**src/rtl/uart_tx_fifo.sv**
```systemverilog
// Byte FIFO feeding a UART transmitter: buffers host writes and issues one byte
// per tx_data_valid pulse, only while the UART reports idle.
module uart_tx_fifo #(
   parameter int DEPTH        = 16,
   parameter int BUSY_TIMEOUT = 8
) (
   input  logic                   clk_i,
   input  logic                   rst_ni,
   input  logic                   wr_en_i,
   input  logic [7:0]             wr_data_i,
   input  logic                   flush_i,
   output logic                   full_o,
   output logic                   empty_o,
   output logic [$clog2(DEPTH):0] level_o,
   output logic                   overflow_o,
   output logic                   timeout_err_o,
   output logic                   tx_data_valid_o,
   output logic [7:0]             tx_data_o,
   input  logic                   tx_busy_i
);

   localparam int AW = $clog2(DEPTH);
   localparam int CW = $clog2(BUSY_TIMEOUT + 1);

   typedef enum logic [1:0] {IDLE, ISSUE, WAIT_BUSY, WAIT_DONE} state_e;

   state_e        state_q, state_d;
   logic [AW:0]   wr_ptr_q, wr_ptr_d;
   logic [AW:0]   rd_ptr_q, rd_ptr_d;
   logic [7:0]    mem_q [DEPTH];
   logic [7:0]    tx_data_q, tx_data_d;
   logic [CW-1:0] cnt_q, cnt_d;
   logic          overflow_q, overflow_d;
   logic          timeout_q, timeout_d;
   logic          full, empty, wr_fire, pop;

   // Pointers carry one extra wrap bit so full and empty are distinguishable.
   assign empty   = (wr_ptr_q == rd_ptr_q);
   assign full    = (wr_ptr_q[AW] != rd_ptr_q[AW]) &&
                    (wr_ptr_q[AW-1:0] == rd_ptr_q[AW-1:0]);
   assign wr_fire = wr_en_i && !full && !flush_i;
   assign pop     = (state_q == ISSUE) && !empty && !flush_i;

   always_comb begin
      state_d    = state_q;
      cnt_d      = cnt_q;
      tx_data_d  = tx_data_q;
      overflow_d = overflow_q;
      timeout_d  = timeout_q;
      wr_ptr_d   = wr_ptr_q;
      rd_ptr_d   = rd_ptr_q;

      unique case (state_q)
         IDLE: begin
            if (!empty && !tx_busy_i && !flush_i) begin
               state_d   = ISSUE;
               tx_data_d = mem_q[rd_ptr_q[AW-1:0]];
            end
         end
         ISSUE: begin
            state_d = WAIT_BUSY;
            cnt_d   = '0;
         end
         WAIT_BUSY: begin
            if (tx_busy_i) begin
               state_d = WAIT_DONE;
            end else if (cnt_q == CW'(BUSY_TIMEOUT - 1)) begin
               state_d   = IDLE;
               timeout_d = 1'b1;
            end else begin
               cnt_d = cnt_q + 1'b1;
            end
         end
         WAIT_DONE: begin
            if (!tx_busy_i) state_d = IDLE;
         end
         default: state_d = IDLE;
      endcase

      if (wr_fire)           wr_ptr_d   = wr_ptr_q + 1'b1;
      if (pop)               rd_ptr_d   = rd_ptr_q + 1'b1;
      if (wr_en_i && full)   overflow_d = 1'b1;

      // Flush wins over write, pop and error capture; the FSM itself is left alone.
      if (flush_i) begin
         wr_ptr_d   = '0;
         rd_ptr_d   = '0;
         overflow_d = 1'b0;
         timeout_d  = 1'b0;
      end
   end

   always_ff @(posedge clk_i or negedge rst_ni) begin
      if (!rst_ni) begin
         state_q    <= IDLE;
         cnt_q      <= '0;
         tx_data_q  <= 8'h00;
         overflow_q <= 1'b0;
         timeout_q  <= 1'b0;
         wr_ptr_q   <= '0;
         rd_ptr_q   <= '0;
      end else begin
         state_q    <= state_d;
         cnt_q      <= cnt_d;
         tx_data_q  <= tx_data_d;
         overflow_q <= overflow_d;
         timeout_q  <= timeout_d;
         wr_ptr_q   <= wr_ptr_d;
         rd_ptr_q   <= rd_ptr_d;
      end
   end

   always_ff @(posedge clk_i) begin
      if (wr_fire) mem_q[wr_ptr_q[AW-1:0]] <= wr_data_i;
   end

   assign full_o          = full;
   assign empty_o         = empty;
   assign level_o         = wr_ptr_q - rd_ptr_q;
   assign overflow_o      = overflow_q;
   assign timeout_err_o   = timeout_q;
   assign tx_data_valid_o = (state_q == ISSUE);
   assign tx_data_o       = tx_data_q;

endmodule
```
**config.mk**
```make
export PLATFORM = sky130hd
export DESIGN_NAME = uart_tx_fifo
export DESIGN_NICKNAME = d
export VERILOG_FILES = /design/src/rtl/uart_tx_fifo.sv
export SDC_FILE = /design/constraint.sdc
export NUM_CORES = 1
export LEC_CHECK = 0
export ABC_AREA = 1
export BUFFER_PORTS_ARGS = -buffer_cell sky130_fd_sc_hd__buf_4
export CAP_MARGIN = 20
export CORE_ASPECT_RATIO = 0.6
export CORE_MARGIN = 2
export CORE_UTILIZATION = 55
export DETAILED_ROUTE_END_ITERATION = 10
export GPL_TIMING_DRIVEN = 0
export PLACE_DENSITY = 0.81
export SLEW_MARGIN = 15
export SYNTH_ARGS = -nofsm -noshare
export SYNTH_HDL_FRONTEND = slang
export SYNTH_SLANG_ARGS = --single-unit
```
**constraint.sdc**
```tcl
create_clock -name clk_i -period 8.13 [get_ports clk_i]
set_input_delay 0.813 -clock clk_i [delete_from_list [all_inputs] [get_ports clk_i]]
set_output_delay 0.813 -clock clk_i [all_outputs]
set_load 0.03 [all_outputs]
```
==> results of run 1 <==
## synthesized netlist by cell type
cell type  number
o21ai_0        15
nand4_1         2
nand2_1       228
nor2_4          3
buf_2          16
xnor2_1         1
clkinv_1        2
nand3_1        74
or2_0           2
inv_1         125
nor3_1          6
nor2_1         57
a21oi_1        17
dfrtp_1        26
buf_4           2
edfxtp_1      128
nand2_2         3
clkbuf_1        7
a31oi_1         1
or2_2           6
fa_1            1
nand2_4         3
xor2_1          3
inv_2           4
buf_8           1
ha_1           15
a31o_2          1
## flip-flops by register name (all words and copies together) (netlist names)
name,flops
cnt_q,4
overflow_o,1
rd_ptr_q,5
wr_ptr_q,5
tx_data_o,8
mem_q,128
state_q,2
timeout_err_o,1
## how the worst max path moves through the flow
stage | from | to | slack, ns
detailed placement | rd_ptr_q[1] | mem_q[3][2] | 4.97
finish | rd_ptr_q[1] | mem_q[8][2] | 4.98
global placement | rd_ptr_q[1] | mem_q[11][1] | 4.82
global route | rd_ptr_q[1] | mem_q[8][2] | 4.83
CTS | rd_ptr_q[1] | mem_q[3][2] | 4.97
floorplan | wr_ptr_q[0] | level_o[4] | 5.53
## critical path: stages (launching register included)
cell	delay, ns
dfrtp_1	0.41
buf_2	0.19
inv_2	0.15
buf_2	0.27
ha_1	0.29
nand2_1	0.11
nor2_4	0.05
nand2_1	0.09
nand2_2	0.11
nor2_4	0.17
nand2_1	0.18
nor2_1	0.74
## logic make-up (layout without fill, tap and decap cells)
family                   after synthesis  after routing  share of synthesized area
AO/OA/AOI/OAI                         34             34                    0.02447
XOR/XNOR                               4              4                   0.004894
adder cells (fa/ha/maj)               16             16                    0.02901
buffers and inverters                157            220                    0.08773
flip-flops                           154            154                     0.6278
AND/OR/NAND/NOR                      384            384                     0.2261
## per-stage QoR
stage               cell area [um2]  total power, mW  utilization  worst slack, ns  hold WS (ns)
finish                         8210            2.538       0.6428            4.977        0.2964
global route                   8210            2.651       0.6428            4.825        0.3218
global placement               7597            1.704       0.5948            4.817        0.4870
floorplan                      7159            1.457            -            5.534        0.4897
detailed placement             7607            1.723       0.5956            4.974        0.4894
CTS                            8205            2.524       0.6424            4.974        0.3092
## metal layers
layer	up-vias	global-route usage	part of all wire
li1	2476	-	-
met1	2440	0.4120	0.43
met2	304	0.3695	0.43
met3	28	0.05961	0.12
met4	0	0.08411	0.014
met5	-	0	0
## power by group
part / total, mW / switching (mW) / leakage [nW] / internal [mW]
registers: 0.927 / 0.0319 / 1.49 / 0.895
clock network: 0.812 / 0.326 / 0.282 / 0.485
logic: 0.799 / 0.544 / 1.92 / 0.255
total: 2.54 / 0.902 / 3.69 / 1.64
## final cells by class
cell class / count / share of cell area
flip-flops and latches: 154 / 0.5474
multi-input cells: 438 / 0.2493
inverters: 131 / 0.05989
clock buffers: 19 / 0.05273
repair buffers: 31 / 0.02804
well taps: 170 / 0.02591
clock inverters: 13 / 0.02012
plain buffers: 26 / 0.01661
==> flow_summary.toml, run 1 <==
[run_status]
status = "complete, no violations"

[floorplan]
dieWidth_um = 151.3
core-area_um2 = 12770
fp-row-count = 32
initial_core_util = 0.5605
die-area_um2 = 13980
ioPinCount = 31
die_height_um = 92.38

[min_path]
min_path_type = "in2async"

[layout]
mostFrequentLayoutCells = "nand2_1 (228), edfxtp_1 (128), inv_1 (125), nand3_1 (74), nor2_1 (57)"
syn_to_final_growth_pct = 14.68
final_common_cell = "nand2_1"
num_antenna_cells = 0
nNetsFinal = 828
drive_gt1_frac = 0.1244
multi_input_area_um2 = 2047
regArea_um2 = 4494
n_fill_cell = 958
finalNonFillerCells = 982

[timing]
fin_skew_ns = 0.007545
relSlewSlack = 0.3846
tightest_slew_ns = 0.9197
tns_ns = 0
slew_violations = 0
fin_crit_ns = 3.153
finalCritPeriodShare = 0.3878
max_freq_mhz = 317.2
rsz0062_at_grt = "false"
finalHoldViolCount = 0
setup_viol = 0

[logic_synthesis]
synth_fp_nets = 778
syn_avg_cell_area_um2 = 9.559
syn_area_um2 = 7159
synth_top_area_frac = 0.5369
seq_area_frac_synth = 0.6278
ys_seq_elements = 154
yosysUniqueCellTypes = 27
synthTopCellsByArea = "edfxtp_1 (54%), nand2_1 (12%), dfrtp_1 (9.1%)"
synth_largest_area_cell = "edfxtp_1"
netlist_instances = 749
yosys_warnings = 0

[global_routing]
grt-ovfl-total = 0
grt_pass1_vias = 4865
grt_usage = 0.2645
antenna_found_initial = 0
grt_pass1_wl_mm = 26.52
grt_max_degree = 27

[placement]
dp_hpwl_mm = 11.79
gp_congestion = 0.9446
numPortBuffers = 30
dpl.cell_count = 949

[power]
p_leak_nw = 3.694
power_density_nw_per_um2 = 309.1
peakVddDrop_uv = 189.4

[clock_tree]
cts_resized = 0
cts_root_buffer = "clkbuf_16"
cts_buffer_depth = 2
clock_latency_ns = 0.43
cts_tree = "built"
cts_setup_buffers = 0
cts_sinks = 154
postCtsHoldBufs = 0
numCtsBuffers = 17
h-tree-depth = 4
clk_pin_slew_ns = 0.06

[setup_path]
cp-start-kind = "flop"
worstPathArrival_ns = 3.20
crit_fanout = 10
worstReg2RegEnd = "mem_q[8][2]"
rrSetupSlack_ns = 4.98
end_kind = "flop"
crit-reg2reg-launch = "rd_ptr_q[1]"
worstRegToRegCells = 11
critical_path_class = "reg2reg"
cp.required_ns = 8.18

[route]
vias_per_cell = 5.344
drtIter0Drc = 783
dr_total_vias = 5248
first_pass_iters = 6
drc = 0
routedWlPerCell_um = 17.54
drtAntennaViolNets = 0
wl_mm = 17.23

[job]
drv_cap = 0
(Power assumes the default switching activity.)
==> inputs of run 2 (changes only) <==
--- a/config.mk
+++ b/config.mk
@@ -13,7 +13,7 @@
 export CORE_UTILIZATION = 55
 export DETAILED_ROUTE_END_ITERATION = 10
 export GPL_TIMING_DRIVEN = 0
-export PLACE_DENSITY = 0.81
+export PLACE_DENSITY = 0.84
 export SLEW_MARGIN = 15
 export SYNTH_ARGS = -nofsm -noshare
 export SYNTH_HDL_FRONTEND = slang
==> constraint.sdc (replaced) <==
create_clock -name clk_i -period 2.8 [get_ports clk_i]
set_input_delay 0.28 -clock clk_i [delete_from_list [all_inputs] [get_ports clk_i]]
set_output_delay 0.28 -clock clk_i [all_outputs]
set_load 0.03 [all_outputs]
==> flow_summary.toml, run 2 (synthesis results as in run 1) <==
[global_routing]
grt-ovfl-total = 0
grt_pass1_wl_mm = 26.90
grt_max_degree = 27
grt_usage = 0.2663
antenna_found_initial = 0
grt_pass1_vias = 5010

[timing]
setup_slack_ns = 0.04954
slew_violations = 0
setup_viol = 0
finalHoldViolCount = 0
fin_crit_ns = 2.750
tightest_slew_ns = 0.5551
max_freq_mhz = 363.6
finalCritPeriodShare = 0.9823
fin_skew_ns = 0.01257
relSlewSlack = 0.6299

[min_path]
holdPathStages = 2
min_path_type = "in2reg"
hold_end = "overflow_o"
hp-start = "flush_i"

[placement]
post-place-ws_ns = -0.3164
gp_congestion = 0.9120
numPortBuffers = 30
dpl.cell_count = 951
dp_hpwl_mm = 11.22

[floorplan]
initial_core_util = 0.5605
core-area_um2 = 12770
ioPinCount = 31
fp-row-count = 32
die-area_um2 = 13980
die_height_um = 92.38
dieWidth_um = 151.3

[clock_tree]
cts_root_buffer = "clkbuf_16"
numCtsBuffers = 17
clock_latency_ns = 0.43
clk_pin_slew_ns = 0.07
h-tree-depth = 4
cts_tree = "built"
cts_sinks = 154
cts_buffer_depth = 2

[setup_path]
crit-reg2reg-launch = "rd_ptr_q[1]"
worstPathArrival_ns = 2.88
crit_chain = "buf_2, inv_2, buf_6, ha_1, nand2_1, nor2_4, nand2_1, nand2_2, nor2_4, inv_2, nor3_4, buf_2"
crit_fanout = 10
critical_path_class = "reg2reg"
worstRegToRegCells = 12
rrSetupSlack_ns = 0.05
cp_slowest_cell = "dfrtp_1"
end_kind = "flop"
cp-start-kind = "flop"
worstReg2RegEnd = "mem_q[3][2]"
slowest_delay_ns = 0.41
cp.required_ns = 2.93

[route]
drtIter0Drc = 755
drtAntennaViolNets = 0
first_pass_iters = 6
routedWlPerCell_um = 17.94
wl_mm = 17.79
dr_total_vias = 5345
vias_per_cell = 5.388
drc = 0

[layout]
drive_gt1_frac = 0.1582
final_common_cell = "nand2_1"
finalNonFillerCells = 992
mostFrequentLayoutCells = "nand2_1 (225), edfxtp_1 (128), inv_1 (125), nand3_1 (74), nor2_1 (44)"
syn_to_final_growth_pct = 19.29
nNetsFinal = 838
num_antenna_cells = 0
largest_register_ffs = 128

[power]
p_leak_nw = 3.811
peakVddDrop_uv = 502.1
power_mw = 7.459
power_density_nw_per_um2 = 873.3

[run_status]
status = "complete, no violations"

[job]
drv_cap = 0
## run 2: cell types whose count changed in the layout (fill, tap and decap cells not counted), sizes merged
cell / delta
buf: +9
clkbuf: -1
inv: -2
dlygate4sd3: +1
bufinv: +1
clkinvlp: +1
clkinv: +1
## run 2: timing repair
item                                   CTS  global route
gates resized for setup                 23            16
endpoints found under the hold margin   26             0
setup buffers                            0             9
hold buffers                             1             0
setup endpoints to repair              123           123
pin swaps                                0            11
## run 2: where the power goes
part	switching [mW]	internal, mW	leakage, nW
clock	0.951	1.50	0.293
sequential	0.0850	2.60	1.49
combinational	1.57	0.757	2.03
total	2.61	4.85	3.81
## run 2: worst max path at each step
stage,from,to,slack [ns],cells past startpoint
floorplan,rd_ptr_q[1],mem_q[7][0],0.22,11
global placement,rd_ptr_q[1],mem_q[3][1],-0.40,11
detailed placement,rd_ptr_q[1],mem_q[7][0],-0.32,11
CTS,rd_ptr_q[1],mem_q[12][6],-0.13,11
global route,rd_ptr_q[1],mem_q[3][2],-0.09,12
finish,rd_ptr_q[1],mem_q[3][2],0.05,12
## run 2: critical path: cells and delay by family, from the launching register on
kind                       cells  cell delay [ns]
buffers and inverters          5             0.94
and+or+nand+nor                6             0.84
DFF                            1             0.41
adders and majority gates      1             0.26
## run 2: final cells by class
| cell class | instances | area [um2] |
|---|---|---|
| sequential | 154 | 4494 |
| inverter | 131 | 491.7 |
| buffer | 25 | 138.9 |
| clock buffer | 18 | 429.2 |
| tap | 170 | 212.7 |
| multi-input combinational | 438 | 2176 |
| timing repair buffer | 42 | 402.9 |
| clock inverter | 14 | 195.2 |
| fill | 866 | 4232 |
## run 2: metal layers
layer | wire [um] | share of wire | global-route usage | vias to the layer above
met5 | 0 | 0 | 0 | -
met4 | 404 | 0.023 | 0.08879 | 0
met3 | 2194 | 0.12 | 0.08670 | 39
met2 | 7952 | 0.45 | 0.3778 | 293
met1 | 7242 | 0.41 | 0.3892 | 2522
li1 | - | - | - | 2491
## run 2: per-stage QoR
step / hold slack, ns / cell area (um2) / utilization / TNS (ns)
after global placement: 0.2287 / 7597 / 0.5948 / -28.51
after floorplan: -0.01559 / 7159 / - / 0
after global routing: 0.08094 / 8541 / 0.6687 / -0.9682
after CTS: 0.07773 / 8325 / 0.6518 / -4.637
after detailed placement: 0.2299 / 7607 / 0.5956 / -22.75
final: 0.08055 / 8541 / 0.6687 / 0
==> inputs of run 3 (changes only) <==
--- a/config.mk
+++ b/config.mk
@@ -8,12 +8,14 @@
 export ABC_AREA = 1
 export BUFFER_PORTS_ARGS = -buffer_cell sky130_fd_sc_hd__buf_4
 export CAP_MARGIN = 20
+export CELL_PAD_IN_SITES_DETAIL_PLACEMENT = 1
+export CELL_PAD_IN_SITES_GLOBAL_PLACEMENT = 1
 export CORE_ASPECT_RATIO = 0.6
 export CORE_MARGIN = 2
-export CORE_UTILIZATION = 55
+export CORE_UTILIZATION = 44
 export DETAILED_ROUTE_END_ITERATION = 10
 export GPL_TIMING_DRIVEN = 0
-export PLACE_DENSITY = 0.84
+export PLACE_DENSITY = 0.85
 export SLEW_MARGIN = 15
 export SYNTH_ARGS = -nofsm -noshare
 export SYNTH_HDL_FRONTEND = slang
==> flow_summary.toml, run 3 (synthesis results as in run 1) <==
[power]
p_leak_nw = 3.814
power_mw = 7.419
p_seq_frac = 0.363
power_density_nw_per_um2 = 864.7
combPwrFrac = 0.328
p_switching_mw = 2.797
p_int_mw = 4.622
switching_share = 0.3770
peakVddDrop_uv = 398.4
p_clk_frac = 0.309

[setup_path]
slowest_delay_ns = 0.44
critical_path_class = "reg2reg"
crit_fanout = 17
crit_chain = "buf_2, inv_4, ha_1, nand2_1, nor2_4, nand2_1, nand2_2, nor2_4, inv_2, nor2_2"
cp_slowest_cell = "dfrtp_1"
cp.required_ns = 2.88
cp-start-kind = "flop"
worstPathArrival_ns = 2.77
end_kind = "flop"

[floorplan]
initial_core_util = 0.4452
fp-row-count = 36
core-area_um2 = 16080
ioPinCount = 31
die-area_um2 = 17340
dieWidth_um = 168.7
die_height_um = 102.8

[layout]
largest_register_ffs = 128
num_antenna_cells = 0
final_common_cell = "nand2_1"
nNetsFinal = 840
drive_gt1_frac = 0.1638
final_util = 0.5335
syn_to_final_growth_pct = 19.84
n_fill_cell = 1759
mostFrequentLayoutCells = "nand2_1 (225), edfxtp_1 (128), inv_1 (124), nand3_1 (74), nor2_1 (44)"

[timing]
finalCritPeriodShare = 0.9623
max_freq_mhz = 371.2
fin_skew_ns = 0.01112
setup_viol = 0
finalHoldViolCount = 0
fin_crit_ns = 2.694
tightest_slew_ns = 0.8551
rsz0062_at_grt = "true"
slew_violations = 0
relSlewSlack = 0.4279

[route]
drtIter0Drc = 548
vias_per_cell = 5.388
first_pass_iters = 5
dr_total_vias = 5566
wl_mm = 21.74
routedWlPerCell_um = 21.05
drtAntennaViolNets = 0
drc = 0

[job]
drv_cap = 0

[placement]
gp_congestion = 0.8580
dp_hpwl_mm = 13.66
numPortBuffers = 30

[clock_tree]
clk_pin_slew_ns = 0.07
numCtsBuffers = 17
cts_sinks = 154
cts_buffer_depth = 2
cts_root_buffer = "clkbuf_16"
h-tree-depth = 4
cts_tree = "built"
clock_latency_ns = 0.44

[global_routing]
grt-ovfl-total = 0
antenna_found_initial = 1
grt_max_degree = 27
grt_pass1_vias = 5674
grt_pass1_wl_mm = 32.44
grt_usage = 0.2599

[min_path]
min_path_type = "in2reg"

[run_status]
status = "complete, no violations"
==> run 3: cell types whose count changed in the layout (fill, tap and decap cells not counted), moves of 2 or more <==
cell	change
inv_6	+4
clkbuf_1	-2
bufinv_16	-3
buf_12	+2
==> run 3: final cells by class <==
| cell class | instances | area [um2] | area share |
|---|---|---|---|
| well taps | 209 | 261.5 | 0.03048 |
| flip-flops and latches | 154 | 4494 | 0.5238 |
| clock buffers | 18 | 439.2 | 0.05119 |
| multi-input cells | 438 | 2171 | 0.2530 |
| inverters | 131 | 498.0 | 0.05804 |
| plain buffers | 24 | 131.4 | 0.01531 |
| repair buffers | 45 | 447.9 | 0.05221 |
| clock inverters | 14 | 136.4 | 0.01590 |
==> run 3: path summary, 6_finish.rpt <==
check	from	endpoint	slack, ns	depth (start not counted)
worst max-delay path	rd_ptr_q[1]	mem_q[15][6]	0.11	10
max in group asynchronous	rst_ni	tx_data_o[3]	2.21	2
worst min register to register	overflow_o	overflow_o	0.54	2
worst min-delay path	flush_i	timeout_err_o	0.08	2
min in group asynchronous	rst_ni	cnt_q[1]	0.30	2
worst max register to register	rd_ptr_q[1]	mem_q[15][6]	0.11	10
==> run 3: stage by stage <==
stage	instances	hold WS, ns	instance area (um2)	worst slack, ns	setup TNS [ns]
6_report	1033	0.08487	8579	0.1057	0
5_1_grt	1033	0.08052	8579	-0.007043	-0.04372
4_1_cts	1030	0.06880	8516	0.009465	0
3_5_place_dp	990	0.2351	7656	-0.5087	-39.65
3_3_place_gp	988	0.2288	7646	-0.4828	-36.93
2_1_floorplan	749	-0.01559	7159	0.2246	0
==> run 3: repair_timing <==
| item | in CTS | in global routing |
|---|---|---|
| hold buffers | 1 | 0 |
| setup buffers | 9 | 3 |
| pin swaps | 8 | 3 |
| setup endpoints to repair | 126 | 123 |
| resized for setup | 30 | 10 |
| endpoints found under the hold margin | 26 | 0 |
==> run 3: power by group through the flow <==
| stage | registers, mW | logic [mW] | clock network (mW) |
|---|---|---|---|
| after global routing | 2.70 | 2.64 | 2.38 |
| after floorplan | 2.83 | 1.40 | 0 |
| after detailed placement | 2.74 | 2.27 | 0 |
| after global placement | 2.73 | 2.18 | 0 |
| final | 2.69 | 2.44 | 2.29 |
| after CTS | 2.69 | 2.35 | 2.30 |
==> run 3: per-layer routing <==
metal	GRT usage	vias to the layer above	wire, um
met4	0.09151	0	470
met2	0.4234	211	10200
met1	0.3519	2804	9550
li1	-	2502	-
met3	0.05451	49	1525
met5	0	-	0
==> run 3: critical path, delay by kind of cell (launching register included) <==
| family | cells | cell delay (ns) |
|---|---|---|
| adders and majority gates | 1 | 0.28 |
| and+or+nand+nor | 6 | 1.04 |
| DFF | 1 | 0.44 |
| buffers and inverters | 3 | 0.55 |
